<file path="config.mk">
export PLATFORM = sky130hd
export DESIGN_NAME = kgp_fetch_unit
export DESIGN_NICKNAME = d
export VERILOG_FILES = /design/src/rtl/kgp_pkg.sv /design/src/rtl/kgp_ras.sv /design/src/rtl/kgp_fetch_unit.sv
export SDC_FILE = /design/constraint.sdc
export NUM_CORES = 1
export LEC_CHECK = 0
export ABC_AREA = 1
export BUFFER_PORTS_ARGS = -buffer_cell sky130_fd_sc_hd__clkbuf_2
export CAP_MARGIN = 20
export CORE_MARGIN = 4
export CORE_UTILIZATION = 40
export DETAILED_ROUTE_END_ITERATION = 16
export PLACE_DENSITY = 0.62
export SLEW_MARGIN = 20
export SYNTH_ARGS = -nofsm -noshare
export SYNTH_HDL_FRONTEND = slang
export SYNTH_HIERARCHICAL = 1
export SYNTH_SLANG_ARGS = --single-unit
</file>
<file path="constraint.sdc">
create_clock -name clk -period 6.9 [get_ports clk]
set_clock_uncertainty 0.2 [all_clocks]
set_input_delay 1.38 -clock clk [delete_from_list [all_inputs] [get_ports clk]]
set_output_delay 1.38 -clock clk [all_outputs]
set_load 0.05 [all_outputs]
</file>
<file path="src/rtl/kgp_pkg.sv">
// Shared KGP-RISC definitions: pc_control encodings, fetch FSM states, opcode constants and
// sign-extension helpers for branch immediates.
package kgp_pkg;

    localparam logic [3:0] PC_SEQ    = 4'b0000;
    localparam logic [3:0] PC_B      = 4'b0001;
    localparam logic [3:0] PC_BR     = 4'b0010;
    localparam logic [3:0] PC_CND_LO = 4'b0011;
    localparam logic [3:0] PC_CND_HI = 4'b1010;
    localparam logic [3:0] PC_CALL   = 4'b1011;
    localparam logic [3:0] PC_RET    = 4'b1100;

    typedef enum logic [1:0] {
        ST_IDLE,
        ST_FETCH,
        ST_ISSUE
    } fetch_state_e;

    localparam logic [5:0] OPC_ALU    = 6'h00;
    localparam logic [5:0] OPC_ALUI   = 6'h01;
    localparam logic [5:0] OPC_LDST   = 6'h02;
    localparam logic [5:0] OPC_BRANCH = 6'h03;
    localparam logic [5:0] OPC_CALL   = 6'h04;
    localparam logic [5:0] OPC_RET    = 6'h05;

    function automatic logic [31:0] sext16(input logic [15:0] v);
        return {{16{v[15]}}, v};
    endfunction

    function automatic logic [31:0] sext26(input logic [25:0] v);
        return {{6{v[25]}}, v};
    endfunction

endpackage

</file>
<file path="src/rtl/kgp_ras.sv">
// Circular return-address stack: push on full overwrites the oldest entry, pop on empty is a no-op.
module kgp_ras
    import kgp_pkg::*;
#(
    parameter int DEPTH = 4
) (
    input  logic        clk,
    input  logic        rst,
    input  logic        push_i,
    input  logic        pop_i,
    input  logic [31:0] data_i,
    output logic [31:0] top_o,
    output logic        empty_o,
    output logic        full_o
);
    localparam int PW = $clog2(DEPTH);
    localparam int CW = $clog2(DEPTH + 1);

    logic [31:0]   mem_q [DEPTH];
    logic [PW-1:0] wr_ptr_q;
    logic [PW-1:0] top_ptr;
    logic [CW-1:0] cnt_q;

    assign top_ptr = (wr_ptr_q == '0) ? PW'(DEPTH - 1) : wr_ptr_q - 1'b1;
    assign top_o   = mem_q[top_ptr];
    assign empty_o = (cnt_q == '0);
    assign full_o  = (cnt_q == CW'(DEPTH));

    always_ff @(posedge clk) begin
        if (push_i) begin
            mem_q[wr_ptr_q] <= data_i;
        end
    end

    // The count saturates at DEPTH so a wrapped stack still reports full rather than empty.
    always_ff @(posedge clk) begin
        if (rst) begin
            wr_ptr_q <= '0;
            cnt_q    <= '0;
        end else if (push_i) begin
            wr_ptr_q <= (wr_ptr_q == PW'(DEPTH - 1)) ? '0 : wr_ptr_q + 1'b1;
            if (!full_o) begin
                cnt_q <= cnt_q + 1'b1;
            end
        end else if (pop_i && !empty_o) begin
            wr_ptr_q <= top_ptr;
            cnt_q    <= cnt_q - 1'b1;
        end
    end

endmodule

</file>
<file path="src/rtl/kgp_fetch_unit.sv">
// KGP-RISC instruction fetch front-end: PC register, fetch/issue FSM, next-PC selection and
// CALL/RET linkage. Define KGP_FETCH_RAS_EN for a RAS_DEPTH-entry return stack instead of one link register.
module kgp_fetch_unit
    import kgp_pkg::*;
#(
    parameter logic [31:0] RESET_PC  = 32'h0000_0000,
    parameter int          RAS_DEPTH = 4
) (
    input  logic        clk,
    input  logic        rst,
    output logic        imem_req,
    output logic [31:0] imem_addr,
    input  logic        imem_ack,
    input  logic [31:0] imem_rdata,
    output logic        instr_valid,
    output logic [31:0] instruction,
    output logic [31:0] pc,
    input  logic        instr_ready,
    input  logic [3:0]  pc_control,
    input  logic [31:0] br_target,
    output logic [31:0] link_addr,
    output logic        illegal_pc,
    output logic        ras_err
);
    fetch_state_e state_q;
    logic [31:0]  pc_q, pc_d, instruction_q, seq, ret_target;
    logic         imem_req_q, instr_valid_q, illegal_q, illegal_d;
    logic         retire, do_call, do_ret;

    assign seq     = pc_q + 32'd4;
    assign retire  = (state_q == ST_ISSUE) && instr_ready;
    assign do_call = retire && (pc_control == PC_CALL);
    assign do_ret  = retire && (pc_control == PC_RET);

`ifdef KGP_FETCH_RAS_EN
    logic [31:0] ras_top;
    logic        ras_empty, ras_err_q, unused_ras_full;

    kgp_ras #(.DEPTH(RAS_DEPTH)) u_ras (
        .clk     (clk),
        .rst     (rst),
        .push_i  (do_call),
        .pop_i   (do_ret),
        .data_i  (seq),
        .top_o   (ras_top),
        .empty_o (ras_empty),
        .full_o  (unused_ras_full)
    );

    assign ret_target = ras_empty ? RESET_PC : ras_top;

    always_ff @(posedge clk) begin
        if (rst) ras_err_q <= 1'b0;
        else     ras_err_q <= do_ret && ras_empty;
    end
    assign ras_err = ras_err_q;
`else
    logic [31:0] link_q;
    logic        unused_cfg;

    assign unused_cfg = ^RAS_DEPTH;
    assign ret_target = link_q;
    assign ras_err    = 1'b0;

    always_ff @(posedge clk) begin
        if (rst)          link_q <= '0;
        else if (do_call) link_q <= seq;
    end
`endif

    always_comb begin
        pc_d      = seq;
        illegal_d = 1'b0;
        case (pc_control)
            PC_SEQ:        pc_d = seq;
            PC_B, PC_CALL: pc_d = seq + (sext26(instruction_q[25:0]) << 2);
            PC_BR:         pc_d = br_target & 32'hFFFF_FFFC;
            PC_RET:        pc_d = ret_target;
            default: begin
                if (pc_control > PC_RET) illegal_d = 1'b1;
                else                     pc_d = seq + (sext16(instruction_q[15:0]) << 2);
            end
        endcase
    end

    // IDLE exists only so imem_req stays low through reset and rises the cycle after.
    always_ff @(posedge clk) begin
        if (rst) begin
            state_q       <= ST_IDLE;
            pc_q          <= RESET_PC;
            imem_req_q    <= 1'b0;
            instr_valid_q <= 1'b0;
            instruction_q <= '0;
            illegal_q     <= 1'b0;
        end else begin
            illegal_q <= 1'b0;
            case (state_q)
                ST_IDLE: begin
                    state_q    <= ST_FETCH;
                    imem_req_q <= 1'b1;
                end
                ST_FETCH: if (imem_ack) begin
                    instruction_q <= imem_rdata;
                    instr_valid_q <= 1'b1;
                    imem_req_q    <= 1'b0;
                    state_q       <= ST_ISSUE;
                end
                ST_ISSUE: if (instr_ready) begin
                    pc_q          <= pc_d;
                    illegal_q     <= illegal_d;
                    instr_valid_q <= 1'b0;
                    imem_req_q    <= 1'b1;
                    state_q       <= ST_FETCH;
                end
                default: state_q <= ST_IDLE;
            endcase
        end
    end

    assign imem_req    = imem_req_q;
    assign imem_addr   = pc_q;
    assign pc          = pc_q;
    assign instr_valid = instr_valid_q;
    assign instruction = instruction_q;
    assign link_addr   = seq;
    assign illegal_pc  = illegal_q;

endmodule

</file>
# Word level (Yosys, flattened, before mapping)
# Cells that the tools add are included.
# word_totals
register_bits,101
wordCells,46
# classes
addsub,3
magnitude_cmp,1
n_eq_ne,8
n_mux,12
bitwise_logic,2
reduce_logical,13
# op_table
op,n
one-hot mux 32 bit (4 select lines),1
adder 32 bit,2
adder 32 x 3 -> 32 bit (second input constant),1
two-way mux 32 bit,1
== test 4 bit (second input constant),2
OR reduction 8 bit,1
one-hot mux 2 bit (3 select lines),1
AND reduction 2 bit,3
AND reduction 3 bit,2
two-way mux 1 bit,5
== test 4 x 1 -> 1 bit (second input constant),1
== test 4 x 2 -> 1 bit (second input constant),1
> comparator 4 bit (second input constant),1
zero test 4 bit,1
two-way mux 2 bit,2
!= test 2 bit (second input constant),2
one-hot mux 1 bit (3 select lines),1
nonzero test 3 bit,1
== test 2 x 1 -> 1 bit (second input constant),1
== test 2 bit (second input constant),1
logical AND 1 bit,2
zero test 2 bit,1
inverter 1 bit,2
one-hot mux 1 bit (2 select lines),1
2 further kinds,2

# Longest topological paths before layout
# Gate-level depths: netlist (run 1).
# logic_depth
depth_word,4
mapped_depth,27
depth_no_buf,27

# Least setup slack after synthesis (run 1)
# No wires, ideal clock.
# synth_timing
path_type,register to register
startpoint,reg pc_q[2] (netlist: imem_addr[2])
endpoint,reg pc_q[13] (netlist: imem_addr[13])
setup_time_ps,118
arrival_ps,3848
required_ps,6582
path_slack_ps,2734
path_stages_with_launch,18
path_buffers,0
cell_sequence,dfxtp_1 -> ha_1 -> nand2_2 -> nor2_4 -> nand2_1 -> nor2_1 -> xor2_1 -> ha_1 -> nand2_1 -> inv_1 -> a21oi_1 -> nand3_1 -> xnor2_1 -> nand2_1 -> o211ai_1 -> nand2_1 -> nor2_1 -> nor2_1
# synth_between
elab_chain_cells,4
# synth_lines
item,line_no,rtl
start: declaration,kgp_fetch_unit.sv:26,"logic [31:0] pc_q, pc_d, instruction_q, seq, ret_target;"
start signal: assignment,kgp_fetch_unit.sv:109,pc_q <= pc_d;
adder 32 x 3 -> 32 bit *,kgp_fetch_unit.sv:30,assign seq = pc_q + 32'd4;
net link_addr[12],kgp_fetch_unit.sv:21,"output logic [31:0] link_addr,"
adder 32 bit,kgp_fetch_unit.sv:81,else pc_d = seq + (sext16(instruction_q[15:0]) << 2);
two-way mux 32 bit,kgp_fetch_unit.sv:80,if (pc_control > PC_RET) illegal_d = 1'b1;
one-hot mux 32 bit (4 select lines) *,kgp_fetch_unit.sv:74,case (pc_control)
# Mark *: on every way through the listed nets, which the timed path passes. The rest lies on a longest branch.
# A chain may end at the register's enable or synchronous reset.

# Final worst setup path (run 1)
# layout_timing
startpoint,reg pc_q[2] (netlist: imem_addr[2])
endpoint,out link_addr[18]
# layout_between
elab_chain_cells,1
# layout_lines
item,line_no
adder 32 x 3 -> 32 bit,kgp_fetch_unit.sv:30
end: declaration,kgp_fetch_unit.sv:21
# No other way between the ends.

==> results of run 1 <==
## flip-flops by register name (all words and copies together), names as in the netlist
register / cells
instr_valid: 1
illegal_pc: 1
state_q: 2
link_q: 32
instruction: 32
imem_addr: 32
imem_req: 1
## cells in the mapped netlist (all sizes together)
master,count,area share
nand4,17,0.013
dfxtp,101,0.21
buf,49,0.036
o211ai,8,0.0063
a22o,7,0.0064
nand3b,6,0.0047
clkinv,1,0.00039
a211oi,6,0.0047
xor2,19,0.020
ha,47,0.062
conb,1,0.00039
a21oi,121,0.064
xnor2,9,0.0091
o311ai,1,0.00092
a221oi,2,0.0018
nand3,144,0.078
a21o,2,0.0016
o22ai,1,0.00066
fa,1,0.0021
inv,260,0.10
and2,5,0.0033
o21bai,10,0.0083
a41oi,1,0.00092
clkbuf,37,0.015
or2,3,0.0020
o21ai,81,0.043
o2111ai,8,0.0074
o221ai,2,0.0018
a31oi,4,0.0026
nor2,153,0.069
nand2,534,0.21
nor3,12,0.0074
## final cells by class
class | instances | share of cell area
flip-flops and latches | 101 | 0.187
clock inverters | 6 | 0.00578
well taps | 319 | 0.0369
repair buffers | 211 | 0.100
inverters | 261 | 0.0905
clock buffers | 10 | 0.0212
multi-input cells | 1205 | 0.559
## power breakdown
| group | internal, uW | switching [uW] |
|---|---|---|
| registers | 598 | 20.2 |
| clock network | 256 | 271 |
| logic | 96.2 | 245 |
## stage by stage
step                cell area (um^2)   util  setup WS, ns  instances  hold slack, ns
finish                         10800  0.461          2.66       2113           0.262
global route                   10800  0.461          2.37       2113           0.286
CTS                            10800  0.461          2.65       2113           0.260
detailed placement             10500  0.449          2.59       2097           0.249
global placement               10500  0.449          2.57       2097           0.248
floorplan                       9520      -          2.73       1653           0.230
## kinds of logic after synthesis
kind of cell	share of synthesized area
flops	0.212
simple gates	0.391
fa+ha+maj	0.0639
other cells	0.000394
xor+xnor	0.0289
compound gates	0.150
buf+inv	0.153
## worst min-delay path by stage
stage	from	end	slack, ns	depth (start not counted)
2_1_floorplan	link_q[4]	link_q[4]	0.23	2
3_3_place_gp	link_q[4]	link_q[4]	0.25	2
3_5_place_dp	link_q[4]	link_q[4]	0.25	2
4_1_cts	link_q[4]	link_q[4]	0.26	2
5_1_grt	link_q[7]	link_q[7]	0.29	2
6_report	link_q[4]	link_q[4]	0.26	2
## per-layer routing
layer | routed length, um | share of wire | up-vias
li1 | - | - | 5505
met1 | 15600 | 0.44 | 4856
met2 | 16400 | 0.46 | 365
met3 | 2120 | 0.060 | 78
met4 | 1450 | 0.041 | 0
met5 | 0 | 0 | -
## critical path, stage by stage (launching register included)
cell and delay [ns]:
dfxtp_1 0.52, ha_1 0.25, nand2_2 0.09, inv_2 0.08, nand2_2 0.09, inv_2 0.10
nand2_1 0.07, inv_2 0.13, nand3_1 0.09, xor2_1 0.35, inv_1 0.23, clkbuf_2 0.28
==> results.txt, run 1 <==
syn nets - 1773
post-cts resize count - 0
die width - 162 um
die area - 26300 um^2
I/O Buffers - 200
worst r2r path cells - 22
final slew viol count - 0
Clock Pin Slew Worst Setup and Hold Paths - 0.09 ns
Final setup viols - 0
Sequential Area - 2020 um^2
Root Driver - clkbuf_16
Pre-antenna DRT Iters - 6
Crit path required time - 5.32 ns
min Tclk post-route - 4.24 ns
final period utilization - 0.614
GR Layer Usage met3 - 0.0345
GR peak layer - met2
gr usage total - 0.262
share of layout cells above drive strength 1 - 0.157
areal power density over the cells - 137 nW/um^2
initial antenna violation count - 0
global-route wire length before repair - 54000 um
Total Wirelength - 35600 um
Unique masters post-synth - 49
vias per cell - 5.11
Max transition margin - 0.287
Startpoint Class - flip-flop
setup bufs post-CTS - 0
Fmax achieved - 236 MHz
wire per inst - 16.8 um
Worst-Skew Late Latency - 0.37 ns
crit end category - output port
routing usage on met1 - 0.346
CP Launch Point - imem_addr[2]
residual DRC count - 0
Mapped Cells - 1653
met2 Use GR - 0.431
Worst R2R End - imem_addr[27]
Die H - 162 um
filler cell count - 2595
mapped cell area - 9520 um^2
status - finished clean
RSZ-0062 raised after global routing - no
most frequent cells in the layout - nand2_1 (524), inv_1 (248), clkbuf_2 (200)
Iter 0 DRT Violations - 968
ANT cells - 0
vias - 10.8k
Hold/Removal Path Class - reg -> reg
Reg2Reg Launch Point - imem_addr[2]
post-synthesis sequential area ratio - 0.212
clock buffer count from CTS - 9
Hold Vio Cnt, Final - 0
Syn Area/Cell - 5.76 um^2
Leak - 0.00585 uW
clock buffer depth - 2
clock sinks - 101
YS warnings - 6
grt total ovfl - 0
vias in the first global route - 9819
Reg2Reg Setup Slack - 2.74 ns
Final Total Pwr - 1490 uW
Worst-Margin Slew - 1.06 ns
most common cell after layout, fill and taps aside - nand2_1
synthesis-to-layout area growth - 13.7%
Final Wtd Congestion - 0.961
largest net degree at the start of global routing - 63
Initial Util - 0.406
multi-input combinational cell area - 6050 um^2
FP Rows - 56
Final ANT Viol Nets - 0
dpl hpwl - 27800 um
cts hold-fix bufs - 0
Crit Path Category - reg -> out
number of synthesized register bits - 101
Arr. time, crit path - 2.66 ns
CTS tree - yes
worst ir drop on vdd - 0.151 mV
NumNets Final - 1909
max cap viols - 0
number of H-tree levels - 3
setup TNS - 0 ns
Core Box Area - 23500 um^2
Max Fanout on Critical Path - 9
CP Capture Point - link_addr[18]
io pins - 204
No activity file was read; power rests on OpenSTA's default activity.
==> run 2: changes to the inputs <==
- PLACE_DENSITY: 0.62 -> 0.64
- clock period: 6.9 -> 3.5 ns (I/O delays scaled with it)
==> run 2 against run 1 <==
  * Sequential power grew 96%
  * Design area grew 16%
  * Sequential share of layout area shrank 2.4 points
  * Largest power group unchanged
  * Critical path type is now reg -> reg
  * Global-route usage grew 1.4 points
  * Clock power grew 91%
  * Final cell count grew 6.6%
  * Sequential cell count is the same
  * Hold slack gained 0.0020 ns
  * Critical path depth grew 12
  * Non-clock buffer count grew 139
  * First-iteration DRC count is the same
==> results.txt, run 2 (same netlist as run 1, synthesis figures left out) <==
Clock Pin Slew Worst Setup and Hold Paths - 0.08 ns (about the same)
io pins - 204 (unchanged)
areal power density over the cells - 239 nW/um^2 (+74%)
clock buffer count from CTS - 9 (unchanged)
residual DRC count - 0 (unchanged)
FP Rows - 56 (unchanged)
share of layout cells above drive strength 1 - 0.279 (+0.122)
Arr. time, crit path - 3.37 ns (+0.71 ns)
Final ANT Viol Nets - 0 (unchanged)
die width - 162 um (unchanged)
CTS tree - yes
Max transition margin - 0.409 (+0.123)
Final Total Pwr - 3000 uW (+100%)
setup TNS - 0 ns (unchanged)
Iter 0 DRT Violations - 968 (unchanged)
Crit path largest cell delay - 0.33 ns (-0.19 ns)
Core Util, Final - 0.534 (+0.0723)
initial antenna violation count - 0 (unchanged)
RSZ-0062 raised after global routing - yes
min Tclk post-route - 3.34 ns
crit end category - flip-flop
die area - 26300 um^2 (unchanged)
filler cell count - 2431 (-6.3%)
cell with the largest stage delay on the worst path - dfxtp_2
dpl hpwl - 29500 um (+6.0%)
NumNets Final - 2048 (+7.3%)
Root Driver - clkbuf_16
Hold Vio Cnt, Final - 0 (unchanged)
worst ir drop on vdd - 0.221 mV (+46%)
Core Box Area - 23500 um^2 (unchanged)
Die H - 162 um (unchanged)
Final Wtd Congestion - 0.974 (+1.4%)
CP Launch Point - imem_addr[2]
WP buf/inv - 5 (unchanged)
largest net degree at the start of global routing - 62 (-1.6%)
vias - 11.5k (+6.4%)
number of H-tree levels - 3 (unchanged)
Fmax achieved - 299 MHz
final slew viol count - 0 (unchanged)
Hold Crit Start - instruction[29]
ANT cells - 0 (unchanged)
pre-CTS setup slack - -0.0782 ns (-2.67 ns)
status - finished clean
Reg2Reg Launch Point - imem_addr[2]
Leak - 0.00663 uW (+13%)
I/O Buffers - 200 (unchanged)
synthesis-to-layout area growth - 31.5%
critical path, cell by cell - ha_1 -> nand2_2 -> nor2_4 -> inv_1 -> nor2_1 -> buf_4 -> or2_2 -> nand2_4 -> inv_1 -> ha_4 -> nand2_2 -> nor2_1 -> nand3_1 -> nand3_1 -> buf_4 -> buf_4 -> nand2_1 -> nand2_1 -> nand2_1 -> nand3_1 -> nand2_1 -> nand3_1 -> a21oi_1
global-route wire length before repair - 57000 um (+5.5%)
max cap viols - 0 (unchanged)
Final WS setup - 0.157 ns (-2.51 ns)
non-filler cells, final - 2252 (+6.6%)
dpl cells - 2227 (+6.2%)
final period utilization - 0.955
vias in the first global route - 10.5k (+7.0%)
gr usage total - 0.276 (+0.0142)
vias per cell - 5.10 (-0.18%)
Final setup viols - 0 (unchanged)
Max Fanout on Critical Path - 4 (-5)
Total Wirelength - 37400 um (+5.2%)
clock sinks - 101 (unchanged)
Hold/Removal Path Class - reg -> reg
Initial Util - 0.406 (unchanged)
wire per inst - 16.6 um (-1.3%)
Worst-Margin Slew - 0.885 ns (-0.178 ns)
Pre-antenna DRT Iters - 8 (+2)
clock buffer depth - 2 (unchanged)
Crit path required time - 3.53 ns (-1.79 ns)
Startpoint Class - flip-flop
delay-heaviest family, CP - simple AND/OR/NAND/NOR gates
most frequent cells in the layout - nand2_1 (501), inv_1 (246), clkbuf_2 (200)
grt total ovfl - 0 (unchanged)
Crit Path Category - reg -> reg
Worst-Skew Late Latency - 0.37 ns (about the same)
most common cell after layout, fill and taps aside - nand2_1
==> run 2: changes by cell type in the layout (fill, tap and decap cells not counted), sizes merged <==
cell      delta
clkinv       -2
clkinvlp     +2
buf        +139
clkbuf       +1
inv          -1
==> run 2: report_power, final <==
group / leakage (uW) / internal (uW) / switching, uW / total, uW
logic: 0.00567 / 255 / 520 / 775
registers: 0.000826 / 1180 / 33.4 / 1210
clock network: 0.000128 / 493 / 515 / 1010
==> run 2: final cells by class <==
type                    instances  area, um^2  area share
multi-input cells            1205        6630       0.529
repair buffers                350        2190       0.175
flip-flops and latches        101        2040       0.163
inverters                     261         982      0.0784
well taps                     319         399      0.0319
clock buffers                  11         233      0.0186
clock inverters                 5        43.8     0.00350
==> run 2: final timing paths <==
check / slack (ns) / cells after the start / end
max: 0.16 / 23 / imem_addr[21]
min: 0.26 / 2 / instruction[29]
max reg2reg: 0.16 / 23 / imem_addr[21]
min reg2reg: 0.26 / 2 / instruction[29]
==> run 2: per-stage QoR <==
stage               area (um^2)  hold slack (ns)
finish                    12500            0.264
global route              12500            0.277
CTS                       12000            0.262
detailed placement        11700            0.252
global placement          11700            0.248
floorplan                  9640            0.230
==> run 2: tightest hold or removal path: stages (launching register included) <==
cell and delay, ns:
dfxtp_1 0.31, nand2_1 0.06, a21oi_1 0.05
==> run 2: metal layers <==
layer | vias up | part of all wire | track usage
li1 | 5760 | - | -
met1 | 5244 | 0.43 | 0.370
met2 | 411 | 0.46 | 0.445
met3 | 79 | 0.065 | 0.0378
met4 | 0 | 0.043 | 0.117
met5 | - | 0 | 0
==> run 2: timing repair <==
action | 4_1_cts | 5_1_grt
endpoints found under the setup margin | 4 | 23
setup buffers | 1 | 8
cloned | 0 | 0
pin swaps | 1 | 20
gates resized for setup | 2 | 117
hold buffers | 0 | 0
==> run 3: changes to the inputs <==
- CTS_BUF_LIST: default -> sky130_fd_sc_hd__clkbuf_4
- REMOVE_ABC_BUFFERS: default -> 1
==> run 3 against run 2 <==
  * Sequential share of layout area grew 0.19 points
  * Via count decreased by 1.0%
  * Total power shrank 9.2%
  * Critical endpoint is now imem_addr[27]
  * Design area is 1.7% lower
  * Maximum frequency fell by 1.0%
  * Critical path type unchanged
==> results.txt, run 3 (same netlist as run 1, synthesis figures left out) <==
Hold Vio Cnt, Final - 0 (unchanged)
Worst-Margin Slew - 0.850 ns (-0.0355 ns)
io pins - 204 (unchanged)
die area - 26300 um^2 (unchanged)
Iter 0 DRT Violations - 898 (-7.2%)
Root Driver - clkbuf_4
vias in the first global route - 10.6k (+0.46%)
Final setup viols - 0 (unchanged)
Worst-Skew Late Latency - 0.53 ns (+0.16 ns)
clock buffer count from CTS - 9 (unchanged)
grt total ovfl - 0 (unchanged)
final period utilization - 0.965 (+0.00999)
dpl cells - 2244 (+0.76%)
gr usage total - 0.273 (-0.00222)
NumNets Final - 2056 (+0.39%)
Core Util, Final - 0.524 (-0.00922)
hold_ws - 0.217 ns (-0.0470 ns)
status - finished clean
Clock Pin Slew Worst Setup and Hold Paths - 0.22 ns (+0.14 ns)
Die H - 162 um (unchanged)
synthesis-to-layout area growth - 29.3%
max cap viols - 0 (unchanged)
Crit path required time - 3.76 ns (+0.23 ns)
worst ir drop on vdd - 0.205 mV (-7.0%)
Pre-antenna DRT Iters - 5 (-3)
wire per inst - 16.4 um (-1.5%)
Final ANT Viol Nets - 0 (unchanged)
Arr. time, crit path - 3.64 ns (+0.27 ns)
vias per cell - 5.03 (-1.4%)
share of layout cells above drive strength 1 - 0.272 (-0.00682)
cts hold-fix bufs - 0 (unchanged)
initial antenna violation count - 1 (+1)
residual DRC count - 0 (unchanged)
most frequent cells in the layout - nand2_1 (506), inv_1 (245), clkbuf_2 (198)
FP Rows - 56 (unchanged)
Startpoint Class - flip-flop
I/O Buffers - 200 (unchanged)
Fmax achieved - 296 MHz (-1.0%)
non-filler cells, final - 2261 (+0.40%)
Hold/Removal Path Class - in -> reg
Core Box Area - 23500 um^2 (unchanged)
CTS tree - yes
number of H-tree levels - 3 (unchanged)
Final Wtd Congestion - 0.934 (-4.1%)
crit end category - flip-flop
Total Wirelength - 37000 um (-1.1%)
clock sinks - 101 (unchanged)
pre-CTS setup slack - 0.0212 ns (+0.0994 ns)
final slew viol count - 0 (unchanged)
Crit Path Category - reg -> reg
min Tclk post-route - 3.38 ns (+0.0350 ns)
Max transition margin - 0.433 (+0.0235)
areal power density over the cells - 221 nW/um^2 (-7.6%)
Initial Util - 0.406 (unchanged)
most common cell after layout, fill and taps aside - nand2_1
RSZ-0062 raised after global routing - yes
Max Fanout on Critical Path - 4 (unchanged)
clock buffer depth - 2 (unchanged)
Leak - 0.00655 uW (-1.1%)
dpl hpwl - 29400 um (-0.46%)
vias - 11.4k (-1.0%)
global-route wire length before repair - 56600 um (-0.66%)
Final WS setup - 0.122 ns (-0.0350 ns)
die width - 162 um (unchanged)
largest net degree at the start of global routing - 62 (unchanged)
==> run 3: per-stage QoR <==
stage / area (um^2) / total power (uW) / TNS (ns)
floorplan: 9040 / 1680 / -24.07
global placement: 11700 / 1970 / 0
detailed placement: 11700 / 1980 / 0
CTS: 11800 / 2710 / 0
global route: 12300 / 2850 / -0.0532
finish: 12300 / 2720 / 0
==> run 3: layout make-up <==
class,count,area [um^2]
Antenna cell,1,2.50
Clock buffer,9,67.6
Clock inverter,7,92.6
Fill cell,2498,11200
Inverter,261,980
Multi-Input combinational cell,1205,6500
Sequential cell,101,2030
Tap cell,319,399
Timing Repair Buffer,358,2230
==> run 3: worst max-delay path, cell delays in order, from the launching register on <==
cell,delay [ns]
dfxtp_2,0.37
ha_1,0.21
nand2_2,0.10
inv_2,0.05
nand2_2,0.07
inv_2,0.04
nand2_1,0.07
inv_2,0.06
or2_2,0.28
nand2_2,0.10
inv_1,0.10
ha_4,0.25
nand2_2,0.12
inv_1,0.05
nand2_1,0.06
nand2_1,0.07
nand3b_1,0.25
buf_4,0.20
nand2_1,0.10
nand2_1,0.07
nand2_1,0.05
nand3_1,0.16
nand2_1,0.11
nand3_1,0.06
a21oi_1,0.12
==> run 3: layer usage <==
metal  up-vias  GRT usage  wire length (um)
met5         -          0                 0
met4         0      0.102              1180
met3        54     0.0381              2500
met2       410      0.446             17000
met1      5122      0.368             16300
li1       5790          -                 -
==> run 3: power by group <==
part,switching [uW],leakage [uW],internal (uW)
registers,37.3,0.000822,1180
clock network,492,0.0000854,235
logic,518,0.00565,257
total,1050,0.00655,1670
==> run 3: worst paths after layout <==
| check | from | to | slack [ns] | cells past startpoint |
|---|---|---|---|---|
| worst max-delay path | imem_addr[2] | imem_addr[27] | 0.12 | 24 |
| worst min-delay path | imem_rdata[3] | instruction[3] | 0.22 | 3 |
| worst max register to register | imem_addr[2] | imem_addr[27] | 0.12 | 24 |
| worst min register to register | instruction[26] | instruction[26] | 0.28 | 2 |
==> run 3: timing repair <==
action / 4_1_cts / 5_1_grt
pin swaps: 0 / 11
setup buffers: 0 / 0
cloned: 0 / 0
setup endpoints to repair: 3 / 24
gates resized for setup: 4 / 113
